--- config.mk ---
export PLATFORM = sky130hd
export DESIGN_NAME = lcd_read_controller_flat
export DESIGN_NICKNAME = d
export VERILOG_FILES = /design/src/rtl/lcd_read_controller_if.sv /design/src/rtl/lcd_read_controller.sv /design/src/flat_wrapper.sv
export SDC_FILE = /design/constraint.sdc
export NUM_CORES = 1
export LEC_CHECK = 0
export BUFFER_PORTS_ARGS = -buffer_cell sky130_fd_sc_hd__buf_2
export CORE_MARGIN = 2
export CORE_UTILIZATION = 55
export CTS_BUF_LIST = sky130_fd_sc_hd__clkbuf_8
export DETAILED_ROUTE_END_ITERATION = 8
export PLACE_DENSITY_LB_ADDON = 0.12
export SYNTH_ARGS = -nofsm -noshare
export SYNTH_HDL_FRONTEND = slang
export SYNTH_SLANG_ARGS = --single-unit
export TNS_END_PERCENT = 30
--- constraint.sdc ---
create_clock -name iCLK -period 2.6 [get_ports iCLK]
set_input_delay 0.39 -clock iCLK [delete_from_list [all_inputs] [get_ports iCLK]]
set_output_delay 0.39 -clock iCLK [all_outputs]
set_load 0.02 [all_outputs]
--- src/rtl/lcd_read_controller_if.sv ---
// Character-LCD bus as seen by the read controller: control lines driven,
// data bus sampled.
interface lcd_read_controller_if;
  logic [7:0] LCD_DATA;
  logic       LCD_RW;
  logic       LCD_EN;
  logic       LCD_RS;

  modport master (
    input  LCD_DATA,
    output LCD_RW,
    output LCD_EN,
    output LCD_RS
  );

  modport slave (
    output LCD_DATA,
    input  LCD_RW,
    input  LCD_EN,
    input  LCD_RS
  );
endinterface

--- src/rtl/lcd_read_controller.sv ---
// HD44780 read-cycle sequencer: single reads or busy-flag polling with
// programmable setup / enable-high / enable-low phases. All outputs registered.
module lcd_read_controller #(
  parameter int SETUP_CYC   = 4,
  parameter int EN_HIGH_CYC = 16,
  parameter int EN_LOW_CYC  = 16,
  parameter int POLL_LIMIT  = 4096
) (
  input  logic                         iCLK,
  input  logic                         iRST_N,
  input  logic                         iStart,
  input  logic                         iRS,
  input  logic                         iPoll,
  output logic [7:0]                   oDATA,
  output logic                         oDone,
  output logic                         oBusy,
  output logic                         oTimeout,
  lcd_read_controller_if.master        lcd
);

  localparam logic [2:0] ST_IDLE  = 3'd0;
  localparam logic [2:0] ST_SETUP = 3'd1;
  localparam logic [2:0] ST_EN_HI = 3'd2;
  localparam logic [2:0] ST_EN_LO = 3'd3;
  localparam logic [2:0] ST_DONE  = 3'd4;

  localparam logic [15:0] SETUP_LAST = 16'(SETUP_CYC - 1);
  localparam logic [15:0] HIGH_LAST  = 16'(EN_HIGH_CYC - 1);
  localparam logic [15:0] LOW_LAST   = 16'(EN_LOW_CYC - 1);
  localparam logic [15:0] POLL_LIM   = 16'(POLL_LIMIT);

  logic [2:0]  r_state;
  logic [15:0] r_cnt;
  logic [15:0] r_poll_cnt;
  logic        r_rs;
  logic        r_poll_mode;
  logic [7:0]  r_data;
  logic        r_done;
  logic        r_busy;
  logic        r_timeout;
  logic        r_lcd_en;
  logic        r_lcd_rw;
  logic        r_lcd_rs;

  logic [2:0]  w_next_state;
  logic [15:0] w_cnt_next;
  logic        w_phase_end;
  logic        w_repoll;
  logic        w_accept;

  assign w_accept = (r_state == ST_IDLE) && iStart;
  // Another poll read only while BF is still set and the read budget remains.
  assign w_repoll = r_poll_mode && r_data[7] && (r_poll_cnt < POLL_LIM);

  // Phase-end detection, next-state and phase counter selection
  always_comb begin
    w_phase_end  = 1'b0;
    w_next_state = ST_IDLE;
    case (r_state)
      ST_SETUP: w_phase_end = (r_cnt == SETUP_LAST);
      ST_EN_HI: w_phase_end = (r_cnt == HIGH_LAST);
      ST_EN_LO: w_phase_end = (r_cnt == LOW_LAST);
      default:  w_phase_end = 1'b0;
    endcase

    case (r_state)
      ST_IDLE:  w_next_state = iStart ? ST_SETUP : ST_IDLE;
      ST_SETUP: w_next_state = w_phase_end ? ST_EN_HI : ST_SETUP;
      ST_EN_HI: w_next_state = w_phase_end ? ST_EN_LO : ST_EN_HI;
      ST_EN_LO: begin
        if (w_phase_end) begin
          w_next_state = w_repoll ? ST_SETUP : ST_DONE;
        end else begin
          w_next_state = ST_EN_LO;
        end
      end
      ST_DONE:  w_next_state = ST_IDLE;
      default:  w_next_state = ST_IDLE;
    endcase

    if ((r_state == ST_IDLE) || (w_next_state != r_state)) begin
      w_cnt_next = 16'd0;
    end else begin
      w_cnt_next = r_cnt + 16'd1;
    end
  end

  // State, phase counter and per-request latches
  always_ff @(posedge iCLK or negedge iRST_N) begin
    if (!iRST_N) begin
      r_state     <= ST_IDLE;
      r_cnt       <= 16'd0;
      r_poll_cnt  <= 16'd0;
      r_rs        <= 1'b0;
      r_poll_mode <= 1'b0;
      r_data      <= 8'h00;
      r_timeout   <= 1'b0;
    end else begin
      r_state <= w_next_state;
      r_cnt   <= w_cnt_next;
      if (w_accept) begin
        r_rs        <= iRS;
        r_poll_mode <= iPoll & ~iRS;
        r_poll_cnt  <= 16'd0;
        r_timeout   <= 1'b0;
      end
      if ((r_state == ST_EN_HI) && w_phase_end) begin
        r_data     <= lcd.LCD_DATA;
        r_poll_cnt <= r_poll_cnt + 16'd1;
      end
      if ((r_state == ST_EN_LO) && w_phase_end && !w_repoll) begin
        r_timeout <= r_poll_mode & r_data[7];
      end
    end
  end

  // Registered bus and status outputs decoded from the upcoming state
  always_ff @(posedge iCLK or negedge iRST_N) begin
    if (!iRST_N) begin
      r_lcd_en <= 1'b0;
      r_lcd_rw <= 1'b0;
      r_lcd_rs <= 1'b0;
      r_busy   <= 1'b0;
      r_done   <= 1'b0;
    end else begin
      r_lcd_en <= (w_next_state == ST_EN_HI);
      r_lcd_rw <= (w_next_state != ST_IDLE);
      r_lcd_rs <= (w_next_state != ST_IDLE) && (w_accept ? iRS : r_rs);
      r_busy   <= (w_next_state != ST_IDLE);
      r_done   <= (w_next_state == ST_DONE);
    end
  end

  assign oDATA      = r_data;
  assign oDone      = r_done;
  assign oBusy      = r_busy;
  assign oTimeout   = r_timeout;
  assign lcd.LCD_EN = r_lcd_en;
  assign lcd.LCD_RW = r_lcd_rw;
  assign lcd.LCD_RS = r_lcd_rs;

endmodule

--- src/flat_wrapper.sv ---
// flat-port wrapper written by rule: the top's interface ports become plain ports
module lcd_read_controller_flat 
#(
  parameter int SETUP_CYC   = 4,
  parameter int EN_HIGH_CYC = 16,
  parameter int EN_LOW_CYC  = 16,
  parameter int POLL_LIMIT  = 4096
)
  (iCLK, iRST_N, iStart, iRS, iPoll, oDATA, oDone, oBusy, oTimeout, lcd_LCD_DATA, lcd_LCD_RW, lcd_LCD_EN, lcd_LCD_RS);
  lcd_read_controller_if lcd_i ();
  input  logic iCLK;
  input  logic iRST_N;
  input  logic iStart;
  input  logic iRS;
  input  logic iPoll;
  output logic [7:0] oDATA;
  output logic oDone;
  output logic oBusy;
  output logic oTimeout;
  input wire logic [$bits(lcd_i.LCD_DATA)-1:0] lcd_LCD_DATA;
  output wire logic [$bits(lcd_i.LCD_RW)-1:0] lcd_LCD_RW;
  output wire logic [$bits(lcd_i.LCD_EN)-1:0] lcd_LCD_EN;
  output wire logic [$bits(lcd_i.LCD_RS)-1:0] lcd_LCD_RS;
  assign lcd_i.LCD_DATA = lcd_LCD_DATA;
  assign lcd_LCD_RW = lcd_i.LCD_RW;
  assign lcd_LCD_EN = lcd_i.LCD_EN;
  assign lcd_LCD_RS = lcd_i.LCD_RS;
  lcd_read_controller #(.SETUP_CYC(SETUP_CYC), .EN_HIGH_CYC(EN_HIGH_CYC), .EN_LOW_CYC(EN_LOW_CYC), .POLL_LIMIT(POLL_LIMIT)) u_core (.iCLK(iCLK), .iRST_N(iRST_N), .iStart(iStart), .iRS(iRS), .iPoll(iPoll), .oDATA(oDATA), .oDone(oDone), .oBusy(oBusy), .oTimeout(oTimeout), .lcd(lcd_i));
endmodule
==> metrics.cfg <==
[detailed_routing]
routed_wl_um = 4990
ant_nets = 0
drtPass1Iterations = 4
drtIter0Drc = 151
wl_per_cell_um = 15.6
drc = 0
num_vias = 1917
via_per_inst = 5.99

[synth]
synth_top_area_cell = dfrtp_1
synth_most_common_cell = dfrtp_1
synth_commonest_cells = dfrtp_1 (50), nor2_1 (22), nand2_1 (18)
synth.lib_cells_used.distinct = 49
yosysSeqAreaShare = 0.503
synth_ff_type = dfrtp_1
syn_nets = 251
synth_cells = 236
synth_area_per_cell_um2 = 10.6
async_reset_ff_frac = 1.00
ys_ff_latch = 50
syn_area_um2 = 2490
synthDominantCellAreaShare = 0.503
yosysWarnings = 0
yosys-top-cells-area = dfrtp_1 (50%), mux2_2 (4.5%), nor2_1 (3.3%)
synth-edff-count = 0

[grt]
grt_first_pass_wirelength_um = 8740
antenna_found_initial = 0
overflow = 0
grt_pass1_vias = 1880
grt_max_degree = 34
grtUsageTotal = 0.217

[die]
dieWidth_um = 71.3
start_util = 0.572
fp-row-count = 24
dieHeight_um = 71.3
core_area_um2 = 4350
die_area_um2 = 5080
ioPinCount = 27

[placement]
place_congestion = 0.783
placed_area_um2 = 2680
dpl.hpwl_um = 3410
io_buffers = 26

[cells_and_area]
n_fill_cell = 375
fin_area_um2 = 2790
drive_gt1_frac = 0.224
area_delta_synth_final_pct = 12.1
insertedDiodeCount = 0
fin_nets = 282
fin_util = 0.641

[worst_setup_path]
slowest_stage = dfrtp_1
endpoint_kind = register
crit_required_ps = 2790
path_class = register to register
cp_max_fo = 19
startpoint_type = register
crit_chain = ha_1 > nor4b_2 > nand4_2 > buf_4 > nor2_2 > buf_4 > mux2_2
path_buf_inv = 2
crit_family = simple AND/OR/NAND/NOR gates
path_common_cell = buf_4
arrival_ps = 2300
max_stage_delay_ps = 400

[timing]
hold_viol_final = 0
slew_viol_final = 0
whs_ps = 132
setup_violations = 0
tns_ps = 0
finalCriticalPeriod_ps = 2110
finalCritPeriodShare = 0.812
rsz0062_at_grt = false
tightest_slew_ps = 714
skew_ps = 10.1
fmax_mhz = 474
slew_headroom = 0.524

[power_and_ir_drop]
p_sw_uw = 715
seqPwrFrac = 0.478
p_sw_frac = 0.343
combPwrFrac = 0.265
vdd_drop_max_mv = 0.368
p_leak_nw = 1.21
p_int_mw = 1.37
p_per_area_nw_per_um2 = 747
pwr-share-clk = 0.258

[clock_tree]
clock_sinks = 50
cts_tree = done
ctsHtreeMaxLevel = 2
cts_max_path_buffers = 2
cts_setup_buffers = 0
cts-resized-gates = 0
postCtsHoldBufs = 0
cts-root-buf = clkbuf_8
cts_buffers = 5
clk_pin_slew_ps = 90
insertion_delay_ps = 300

[min_path]
hold_class = input port to asynchronous set/reset pin

[status]
status = finished, final reports clean

[run]
cap_violations = 0

placed cells by master, fill, tap and decap left out, types with 3 or more instances in the layout:
cell / n
and2_1: 3
nor4_1: 10
buf_4: 7
nand2_1: 18
buf_2: 26
and4_1: 3
dfrtp_1: 50
nand4_1: 9
or3_1: 3
mux2i_1: 6
xor2_1: 5
o211ai_1: 3
a21oi_1: 3
o21ai_0: 5
a221o_1: 6
o31ai_1: 4
mux2_2: 10
or4_1: 5
clkbuf_8: 5
xnor2_1: 8
inv_1: 7
nor2_1: 22
nand3_1: 11
nor3_1: 9
layer usage:
layer,vias up,GRT usage,share of wire
li1,931,-,-
met1,935,0.301,0.47
met2,42,0.340,0.47
met3,9,0.0478,0.044
met4,0,0.0755,0.016
met5,-,0,0
power by group through the flow:
stage               Clock (mW)  Sequential, mW  Combinational, mW
floorplan                    0            1.00              0.384
global placement             0            1.00              0.547
detailed placement           0            1.01              0.554
CTS                      0.556           0.995              0.558
global route             0.581            1.01              0.625
finish                   0.537           0.996              0.552
cells by family after synthesis:
kind of cell,Yosys count,synth area share
flops,50,0.503
buf+inv,16,0.0332
mux,16,0.0693
fa+ha+maj,2,0.0100
compound gates,31,0.0925
xor+xnor,13,0.0457
simple gates,108,0.247
stage by stage:
| stage | total power, mW | std cells | setup WS [ps] |
|---|---|---|---|
| 6_report | 2.09 | 320 | 490 |
| 5_1_grt | 2.22 | 320 | 267 |
| 4_1_cts | 2.11 | 320 | 485 |
| 3_5_place_dp | 1.56 | 312 | 545 |
| 3_3_place_gp | 1.55 | 312 | 585 |
| 2_1_floorplan | 1.38 | 236 | 585 |
sequential cells by signal, indices dropped and copies added (netlist names):
signal,flops
u_core.lcd.LCD_EN,1
u_core.lcd.LCD_RS,1
u_core.r_state,3
u_core.oBusy,1
u_core.r_poll_cnt,16
u_core.oDone,1
u_core.oTimeout,1
u_core.r_poll_mode,1
u_core.oDATA,8
u_core.r_cnt,16
u_core.r_rs,1
final timing paths:
| check | startpoint | to | slack [ps] | cells after the start |
|---|---|---|---|---|
| max | u_core.r_cnt[0] | u_core.oDATA[7] | 490 | 7 |
| min | iRST_N | u_core.r_rs | 130 | 1 |
| max reg2reg | u_core.r_cnt[0] | u_core.oDATA[7] | 490 | 7 |
| min reg2reg | u_core.r_cnt[0] | u_core.r_cnt[0] | 500 | 1 |
| max in group asynchronous | iRST_N | u_core.r_poll_cnt[1] | 1760 | 2 |
| min in group iCLK | lcd_LCD_DATA[1] | u_core.oDATA[1] | 320 | 2 |
area by class of cell:
cell class	instances	area [um2]	area share
Sequential cell	50	1250	0.448
Multi-Input combinational cell	170	1160	0.414
Timing Repair Buffer	33	183	0.0655
Clock buffer	5	68.8	0.0247
Tap cell	52	65.1	0.0233
Clock inverter	3	40.0	0.0143
Inverter	7	26.3	0.00942
No activity file was read; power rests on OpenSTA's default activity.
